[config.mk]
export PLATFORM = sky130hd
export DESIGN_NAME = conv_op_sequencer
export DESIGN_NICKNAME = d
export VERILOG_FILES = /design/src/rtl/cnn_seq_pkg.sv /design/src/rtl/conv_opnd_bank.sv /design/src/rtl/conv_op_sequencer.sv
export SDC_FILE = /design/constraint.sdc
export NUM_CORES = 1
export LEC_CHECK = 0
export ABC_AREA = 0
export BUFFER_PORTS_ARGS = -buffer_cell sky130_fd_sc_hd__buf_2
export CAP_MARGIN = 5
export CORE_AREA = 5 5 214 216
export DETAILED_ROUTE_END_ITERATION = 8
export DIE_AREA = 0 0 219 221
export PLACE_DENSITY = 0.69
export REMOVE_ABC_BUFFERS = 1
export SYNTH_ARGS = -nofsm -noshare
export SYNTH_HDL_FRONTEND = slang
export SYNTH_SLANG_ARGS = --single-unit
[constraint.sdc]
create_clock -name clk -period 17.1 [get_ports clk]
set_input_delay 1.71 -clock clk [delete_from_list [all_inputs] [get_ports clk]]
set_output_delay 1.71 -clock clk [all_outputs]
set_load 0.05 [all_outputs]
[src/rtl/cnn_seq_pkg.sv]
// Shared encodings and defaults for the CNN operand sequencer and its operand bank.
package cnn_seq_pkg;

   typedef enum logic [1:0] {
      OP_WINO   = 2'd0,
      OP_PRUNED = 2'd1,
      OP_CONV2D = 2'd2,
      OP_RELU   = 2'd3
   } op_e;

   typedef enum logic [2:0] {
      ST_IDLE = 3'd0,
      ST_LOAD = 3'd1,
      ST_EXEC = 3'd2,
      ST_WAIT = 3'd3,
      ST_DONE = 3'd4
   } seq_state_e;

   localparam int DEF_DATA_W     = 32;
   localparam int DEF_NUM_WORDS  = 14;
   localparam int DEF_RELU_WORDS = 2;
   localparam int SLOT_IDX_W     = $clog2(DEF_NUM_WORDS + 1);
   localparam int WAIT_W         = 4;

   // Operand words required by an op.
   function automatic int req_words(input logic [1:0] op, input int num_w, input int relu_w);
      return (op == OP_RELU) ? relu_w : num_w;
   endfunction

endpackage

[src/rtl/conv_opnd_bank.sv]
// Operand register bank: NUM_WORDS x DATA_W slots, indexed write, synchronous clear.
module conv_opnd_bank
   import cnn_seq_pkg::*;
#(
   parameter int NUM_WORDS = DEF_NUM_WORDS,
   parameter int DATA_W    = DEF_DATA_W,
   parameter int IDX_W     = SLOT_IDX_W
) (
   input  logic                        clk,
   input  logic                        rst,
   input  logic                        we,
   input  logic                        clr,
   input  logic [IDX_W-1:0]            widx,
   input  logic [DATA_W-1:0]           wdata,
   output logic [NUM_WORDS*DATA_W-1:0] opnd_bus
);

   genvar gi;
   generate
      for (gi = 0; gi < NUM_WORDS; gi++) begin : g_slot
         logic [DATA_W-1:0] slot_q;

         always_ff @(posedge clk or posedge rst) begin
            if (rst) begin
               slot_q <= '0;
            end else if (clr) begin
               slot_q <= '0;
            end else if (we && (widx == IDX_W'(gi))) begin
               slot_q <= wdata;
            end
         end

         assign opnd_bus[gi*DATA_W +: DATA_W] = slot_q;
      end
   endgenerate

endmodule

[src/rtl/conv_op_sequencer.sv]
// Operand-collecting sequencer for the conv/relu datapaths: load, launch, wait, hold result.
// Optional cycle counter enabled by defining CONV_SEQ_PERF_EN.
module conv_op_sequencer
   import cnn_seq_pkg::*;
#(
   parameter int DATA_W     = DEF_DATA_W,
   parameter int NUM_WORDS  = DEF_NUM_WORDS,
   parameter int RELU_WORDS = DEF_RELU_WORDS,
   parameter int DP_LAT     = 2
) (
   input  logic                        clk,
   input  logic                        rst,
   input  logic [1:0]                  op_sel,
   input  logic                        load_valid,
   input  logic [DATA_W-1:0]           load_data,
   output logic                        load_ready,
   input  logic                        abort,
   output logic [NUM_WORDS*DATA_W-1:0] opnd_bus,
   output logic [1:0]                  dp_op,
   output logic                        dp_start,
   input  logic [DATA_W-1:0]           dp_result,
   output logic                        res_valid,
   output logic [DATA_W-1:0]           res_data,
   input  logic                        res_ready,
   output logic                        busy
`ifdef CONV_SEQ_PERF_EN
   ,
   input  logic                        perf_clr,
   output logic [15:0]                 perf_cycles
`endif
);

   localparam int CNT_W = $clog2(NUM_WORDS + 1);
   localparam logic [WAIT_W-1:0] WAIT_INIT = WAIT_W'(DP_LAT - 1);

   seq_state_e        state_q, state_d;
   logic [CNT_W-1:0]  cnt_q, cnt_d;
   logic [WAIT_W-1:0] wcnt_q, wcnt_d;
   logic [1:0]        dp_op_q, dp_op_d;
   logic [DATA_W-1:0] res_data_q, res_data_d;

   logic              ready_int;
   logic              accept;
   logic              first_accept;
   logic              bank_we;
   logic              bank_clr;
   logic [CNT_W-1:0]  cnt_inc;
   logic [CNT_W-1:0]  req_first;
   logic [CNT_W-1:0]  req_cur;

   assign ready_int    = (state_q == ST_IDLE) || (state_q == ST_LOAD);
   assign accept       = load_valid & ready_int & ~abort;
   assign first_accept = accept & (state_q == ST_IDLE);
   assign cnt_inc      = cnt_q + 1'b1;
   assign req_first    = CNT_W'(req_words(op_sel, NUM_WORDS, RELU_WORDS));
   assign req_cur      = CNT_W'(req_words(dp_op_q, NUM_WORDS, RELU_WORDS));

   always_ff @(posedge clk or posedge rst) begin
      if (rst) begin
         state_q    <= ST_IDLE;
         cnt_q      <= '0;
         wcnt_q     <= '0;
         dp_op_q    <= '0;
         res_data_q <= '0;
      end else begin
         state_q    <= state_d;
         cnt_q      <= cnt_d;
         wcnt_q     <= wcnt_d;
         dp_op_q    <= dp_op_d;
         res_data_q <= res_data_d;
      end
   end

   always_comb begin
      state_d    = state_q;
      cnt_d      = cnt_q;
      wcnt_d     = wcnt_q;
      dp_op_d    = dp_op_q;
      res_data_d = res_data_q;
      bank_we    = 1'b0;
      bank_clr   = 1'b0;

      case (state_q)
         ST_IDLE: begin
            if (accept) begin
               dp_op_d = op_sel;
               bank_we = 1'b1;
               cnt_d   = cnt_inc;
               state_d = (req_first == CNT_W'(1)) ? ST_EXEC : ST_LOAD;
            end
         end
         ST_LOAD: begin
            if (accept) begin
               bank_we = 1'b1;
               cnt_d   = cnt_inc;
               if (cnt_inc == req_cur) begin
                  state_d = ST_EXEC;
               end
            end
         end
         ST_EXEC: begin
            wcnt_d  = WAIT_INIT;
            state_d = ST_WAIT;
         end
         ST_WAIT: begin
            if (wcnt_q == '0) begin
               res_data_d = dp_result;
               state_d    = ST_DONE;
            end else begin
               wcnt_d = wcnt_q - 1'b1;
            end
         end
         ST_DONE: begin
            if (res_ready) begin
               bank_clr = 1'b1;
               cnt_d    = '0;
               state_d  = ST_IDLE;
            end
         end
         default: begin
            state_d = ST_IDLE;
         end
      endcase

      // Abort wins over everything, but a result already held is kept.
      if (abort) begin
         state_d    = ST_IDLE;
         cnt_d      = '0;
         bank_clr   = 1'b1;
         bank_we    = 1'b0;
         res_data_d = res_data_q;
      end
   end

   conv_opnd_bank #(
      .NUM_WORDS (NUM_WORDS),
      .DATA_W    (DATA_W),
      .IDX_W     (CNT_W)
   ) u_bank (
      .clk      (clk),
      .rst      (rst),
      .we       (bank_we),
      .clr      (bank_clr),
      .widx     (cnt_q),
      .wdata    (load_data),
      .opnd_bus (opnd_bus)
   );

   assign load_ready = ready_int & ~rst;
   assign dp_start   = (state_q == ST_EXEC) & ~abort;
   assign res_valid  = (state_q == ST_DONE);
   assign busy       = (state_q != ST_IDLE);
   assign dp_op      = dp_op_q;
   assign res_data   = res_data_q;

`ifdef CONV_SEQ_PERF_EN
   logic [15:0] perf_q;
   logic        perf_run_q;

   // Counts from the first accept through the DONE-entry cycle, then freezes.
   always_ff @(posedge clk or posedge rst) begin
      if (rst) begin
         perf_q     <= '0;
         perf_run_q <= 1'b0;
      end else if (perf_clr) begin
         perf_q     <= '0;
         perf_run_q <= 1'b0;
      end else if (first_accept) begin
         perf_q     <= 16'd1;
         perf_run_q <= 1'b1;
      end else if (perf_run_q) begin
         if (perf_q != 16'hFFFF) begin
            perf_q <= perf_q + 16'd1;
         end
         if ((state_q == ST_DONE) || abort) begin
            perf_run_q <= 1'b0;
         end
      end
   end

   assign perf_cycles = perf_q;
`else
   logic unused_first;
   assign unused_first = first_accept;
`endif

endmodule

# --- Word level (Yosys, flattened, before mapping) ---
# Index checks and enable logic that the tools add are counted.
classes:
  addsub: 2
  n_mul: 0
  div_mod_pow: 0
  order_cmp: 0
  n_eq_ne: 28
  shifts: 0
  n_mux: 50
  bitwise: 6
  n_reduce_logical: 41
op_table:
  columns: ["operator", "n"]
  rows:
  - ["$mux W32", 28]
  - ["$reduce_bool A2 Y1", 15]
  - ["$eq A4 B4 Y1 const B", 6]
  - ["$mux W4", 6]
  - ["$mux W3", 6]
  - ["$eq A4 B3 Y1 const B", 4]
  - ["$pmux W4 S2", 2]
  - ["$pmux W3 S5", 1]
  - ["$logic_and A1 B1 Y1", 14]
  - ["$ne A3 B3 Y1 const B", 3]
  - ["$eq A4 B1 Y1 const B", 2]
  - ["$eq A4 B2 Y1 const B", 2]
  - ["$logic_not A4 Y1", 2]
  - ["$eq A3 B2 Y1 const B", 2]
  - ["$mux W1", 6]
  - ["$ne A3 B2 Y1 const B", 2]
  - ["$reduce_and A3 Y1", 2]
  - ["$reduce_bool A3 Y1", 2]
  - ["$reduce_and A5 Y1", 1]
  - ["$add A4 B1 Y4 const B", 1]
  - ["$and A1 B1 Y1", 4]
  - ["$eq A2 B2 Y1 const B", 2]
  - ["$eq A4 B4 Y1", 1]
  - ["$reduce_and A2 Y1", 2]
  - ["10 further kinds", 11]
word_totals:
  reg_bits: 493
  latchBits: 0
  mem_bits_rw: 0
  mem_bits_ro: 0
  inputBits: 71
  output_inout_bits: 486
  wordCells: 146
  n_memories: 0

# --- Logic depth before layout (Yosys ltp) ---
logic_depth:
  word_depth: 10
  ltp_mapped: 9

# --- Hierarchy ---
# Synthesis repeated with hierarchy kept, for this count alone.
hier_totals:
  cells_unflattened: 1699
  area_unflattened_um2: 21785.9
modules_own_cells:
  columns: ["mod", "n_inst", "cells_each", "area_per_inst_um2"]
  rows:
  - ["conv_opnd_bank", 1, 1531, 19653.8]
  - ["conv_op_sequencer", 1, 168, 2132.0]

# --- Worst setup path before layout ---
# OpenSTA, ideal clock, no wires.
synth_timing:
  kind: "in2out"
  start: "in abort"
  end: "out dp_start"
  arrival_ns: 2.917
  required_ns: 15.390
  path_slack_ns: 12.473
  cell_stages: 2
  path_buffers: 1
  path_cell_list: "buf_6 nor3_1"
synth_between:
  elab_chain_len: 2
synth_rtl:
  columns: ["element", "line", "source"]
  rows:
  - ["start: declaration", "conv_op_sequencer.sv:17", "input logic abort,"]
  - ["$not A1 Y1 (no line)", null, null]
  - ["$and A1 B1 Y1", "conv_op_sequencer.sv:150", "assign dp_start = (state_q == ST_EXEC) & ~abort;"]
  - ["end: declaration", "conv_op_sequencer.sv:20", "output logic dp_start,"]
# Every way passes these cells.

==> impl_metrics.csv <==
group,metric,value,unit
outcome,status,"complete, no violations",
flow_run,max-cap-violations,0,
pwr,combinationalPowerShare,0.069,
global_route,grt_max_degree,188,
pwr,p_clk_frac,0.442,
cts,clkSinkCount,493,
critical_path,criticalPathCategory,"in -> async",
placed_design,portBuffers,556,
route,drc,0,
yosys,ys_ff_latch,493,
placed_design,gp_congestion,0.836,
critical_path,critPathMaxStageDelay,0.95,ns
timing,slew-limit-headroom,0.174,
route,vias,17500,
critical_path,r2r-start,"state_q[2]$_DFFE_PP0P_",
timing,rsz0062_at_grt,"false",
floorplanning,core_area,43700,µm²
critical_path,cp_num_buf_inv,5,
cts,insertion_delay,0.59,ns
critical_path,cp_top_family,"buffers and inverters",
global_route,grt_pass1_wl,107,mm
critical_path,r2r-end,"u_bank.g_slot[2].slot_q[2]$_DFFE_PP0P_",
yosys,synthTopCellsByCount,"nand2_1, dfrtp_1, a21oi_1",
pwr,p_int,1.84,mW
floorplanning,design.die.area,48400,µm²
pwr,p_sw_frac,0.245,
cts,hold_buffers,0,
finish,final_cells,3239,
yosys,yosys-top-cells-area,"dfrtp_1, nand2_1, a21oi_1, a21oi_2, mux2_2",
yosys,synthesis.area,20300,µm²
finish,final.fill_count,3964,
pwr,leakagePower,12.2,nW
floorplanning,dieWidth,219,µm
placed_design,dp_cells,3154,
critical_path,crit_path_end,"u_bank.g_slot[6].slot_q[1]$_DFFE_PP0P_",
critical_path,worstPathCellList,"buf_2, inv_8, buf_4, buf_4, buf_4",
timing,fin_crit,4.74,ns
yosys,synth_top_area_frac,0.608,
pwr,seqPwrFrac,0.489,
route,routed_via_density,5.39,
global_route,grt_pass1_vias,17200,
placed_design,dp_hpwl,47.1,mm
yosys,synth.avg_cell_area,9.38,µm²
floorplanning,fp.dieH,221,µm
yosys,yosys_warnings,0,
yosys,synth-edff-count,0,
yosys,syn-instance-count,2164,
cts,h-tree-depth,2,
yosys,ys.flop_type,"dfrtp_1",
route,drt_wl_total,70.9,mm
route,wl_per_cell,21.9,µm
yosys,async_flop_share,1.00,
yosys,yosysMostFrequentCell,"nand2_1",
timing,finalHoldViolations,0,
critical_path,critical_path_peak_fanout,108,
critical_path,worstPathRequired,17.64,ns
finish,antenna_cells,0,
critical_path,crit_slowest_cell,"buf_4",
critical_path,cp.arrival,5.28,ns
pwr,power.density,98.8,nW/µm²
yosys,yosysTopAreaCell,"dfrtp_1",
cts,cts_resized,0,
pwr,irDropWorstVdd,0.0000912,V
route,drt_iter0_markers,1799,
cts,clk_pin_slew,0.06,ns
worst_hold_path,min-delay-path-class,"reg -> reg",
cts,ctsLongestPathBuffers,3,
timing,maxSlewViolCount,0,
critical_path,crit_start,"rst",
global_route,grtUsageTotal,0.283,
finish,drive_gt1_frac,0.289,
finish,syn_to_final_growth,21.1,%
pwr,power_switching,0.595,mW
critical_path,crit_top_cell,"buf_4",
critical_path,cp-start-kind,"input pin",
cts,clock-root-buffer,"clkbuf_16",
global_route,antenna_found_initial,0,
critical_path,cp.depth,5,
critical_path,worstRegToRegCells,6,
finish,fin_util,0.562,
route,firstDrtPassIters,5,
timing,setup_violations,0,
yosys,ys_seq_area_frac,0.608,
timing,period_share,0.277,
timing,finClkSkew,0.0139,ns
timing,fmax,211,MHz
global_route,grt_overflow,0,
route,drtAntennaViolNets,0,
timing,tightest_slew,1.24,ns
cts,numCtsBuffers,51,
finish,fin_nets,2692,
critical_path,regToRegSetupSlack,13.33,ns
cts,cts_tree,"built",
floorplanning,start_util,0.464,
floorplanning,std_cell_rows,77,
yosys,yosysUniqueCellTypes,41,
floorplanning,io-pin-count,557,
critical_path,critPathCaptureType,"async pin",
timing,fin_tns_setup,0,ns
cts,post_cts_buffers,0,
-- layout by cell type (no fill, tap or decap), types with 3 or more instances in the layout --
master and count:
a21oi_2 64, nand2_1 920, ha_1 6, clkbuf_8 12, nor2_1 4, clkbuf_16 51, inv_1 8, and2_1 11
nand3_1 3, nor3_1 4, a21oi_1 386, o21ai_0 7, clkinv_2 3, buf_4 32, clkbuf_1 16, dfrtp_1 493
mux2_2 34, buf_2 556
-- sequential cells by signal, indices dropped and copies added, names as in the netlist --
signal                flops
res_data                 32
state_q                   3
u_bank.g_slot.slot_q    448
wcnt_q                    4
dp_op                     2
cnt_q                     4
-- kinds of logic after synthesis --
| group | count (synthesis) | synth area share |
|---|---|---|
| multiplexers | 35 | 0.0193 |
| adder cells (fa/ha/maj) | 6 | 0.00370 |
| buffers and inverters | 200 | 0.0558 |
| AND/OR/NAND/NOR | 962 | 0.185 |
| AO/OA/AOI/OAI | 466 | 0.128 |
| flip-flops | 493 | 0.608 |
| XOR/XNOR | 2 | 0.000863 |
-- metal layers --
layer	vias up	GRT usage	routed length (µm)
li1	7856	-	-
met1	8634	0.366	27500
met2	816	0.460	33500
met3	157	0.0764	6730
met4	0	0.107	3170
met5	-	0	0
-- worst min-delay path by stage --
stage               cells past startpoint                        to                     start  slack [ns]
detailed placement                      2     wcnt_q[1]$_DFFE_PP0P_     wcnt_q[1]$_DFFE_PP0P_        0.49
finish                                  2     wcnt_q[1]$_DFFE_PP0P_     wcnt_q[1]$_DFFE_PP0P_        0.50
CTS                                     2     wcnt_q[1]$_DFFE_PP0P_     wcnt_q[1]$_DFFE_PP0P_        0.50
global route                            1  res_data[18]$_DFFE_PP0P_  res_data[18]$_DFFE_PP0P_        0.52
floorplan                               2     wcnt_q[1]$_DFFE_PP0P_     wcnt_q[1]$_DFFE_PP0P_        0.45
global placement                        2     wcnt_q[1]$_DFFE_PP0P_     wcnt_q[1]$_DFFE_PP0P_        0.46
-- stage by stage --
stage / power (mW) / hold WS, ns / cell area (µm²) / setup WS, ns
2_1_floorplan: 1.31 / 0.448 / 19200 / 1.63
3_3_place_gp: 1.37 / 0.463 / 23000 / 11.74
3_5_place_dp: 1.38 / 0.487 / 23000 / 11.65
4_1_cts: 2.45 / 0.499 / 24600 / 12.28
5_1_grt: 2.51 / 0.518 / 24600 / 11.77
6_report: 2.43 / 0.498 / 24600 / 12.36
-- worst min-delay path, delay by kind of cell (launching register included) --
kind             cells  cell delay, ns
flip-flops           1            0.35
AND/OR/NAND/NOR      1            0.05
AO/OA/AOI/OAI        1            0.06
-- power groups by stage --
stage	Sequential [mW]	Combinational [mW]	Clock (mW)
floorplan	1.25	0.0583	0
global placement	1.21	0.167	0
detailed placement	1.21	0.169	0
CTS	1.19	0.170	1.09
global route	1.19	0.181	1.14
finish	1.19	0.168	1.08
-- area by class of cell --
cell class | count | area, µm² | area share
tap | 592 | 741 | 0.0301
clock buffer | 79 | 1500 | 0.0611
timing repair buffer | 589 | 3040 | 0.124
clock inverter | 6 | 83.8 | 0.00341
sequential | 493 | 12300 | 0.502
multi-input combinational | 1471 | 6850 | 0.278
inverter | 9 | 41.3 | 0.00168
Note: power is estimated with default switching activity, not from simulation.
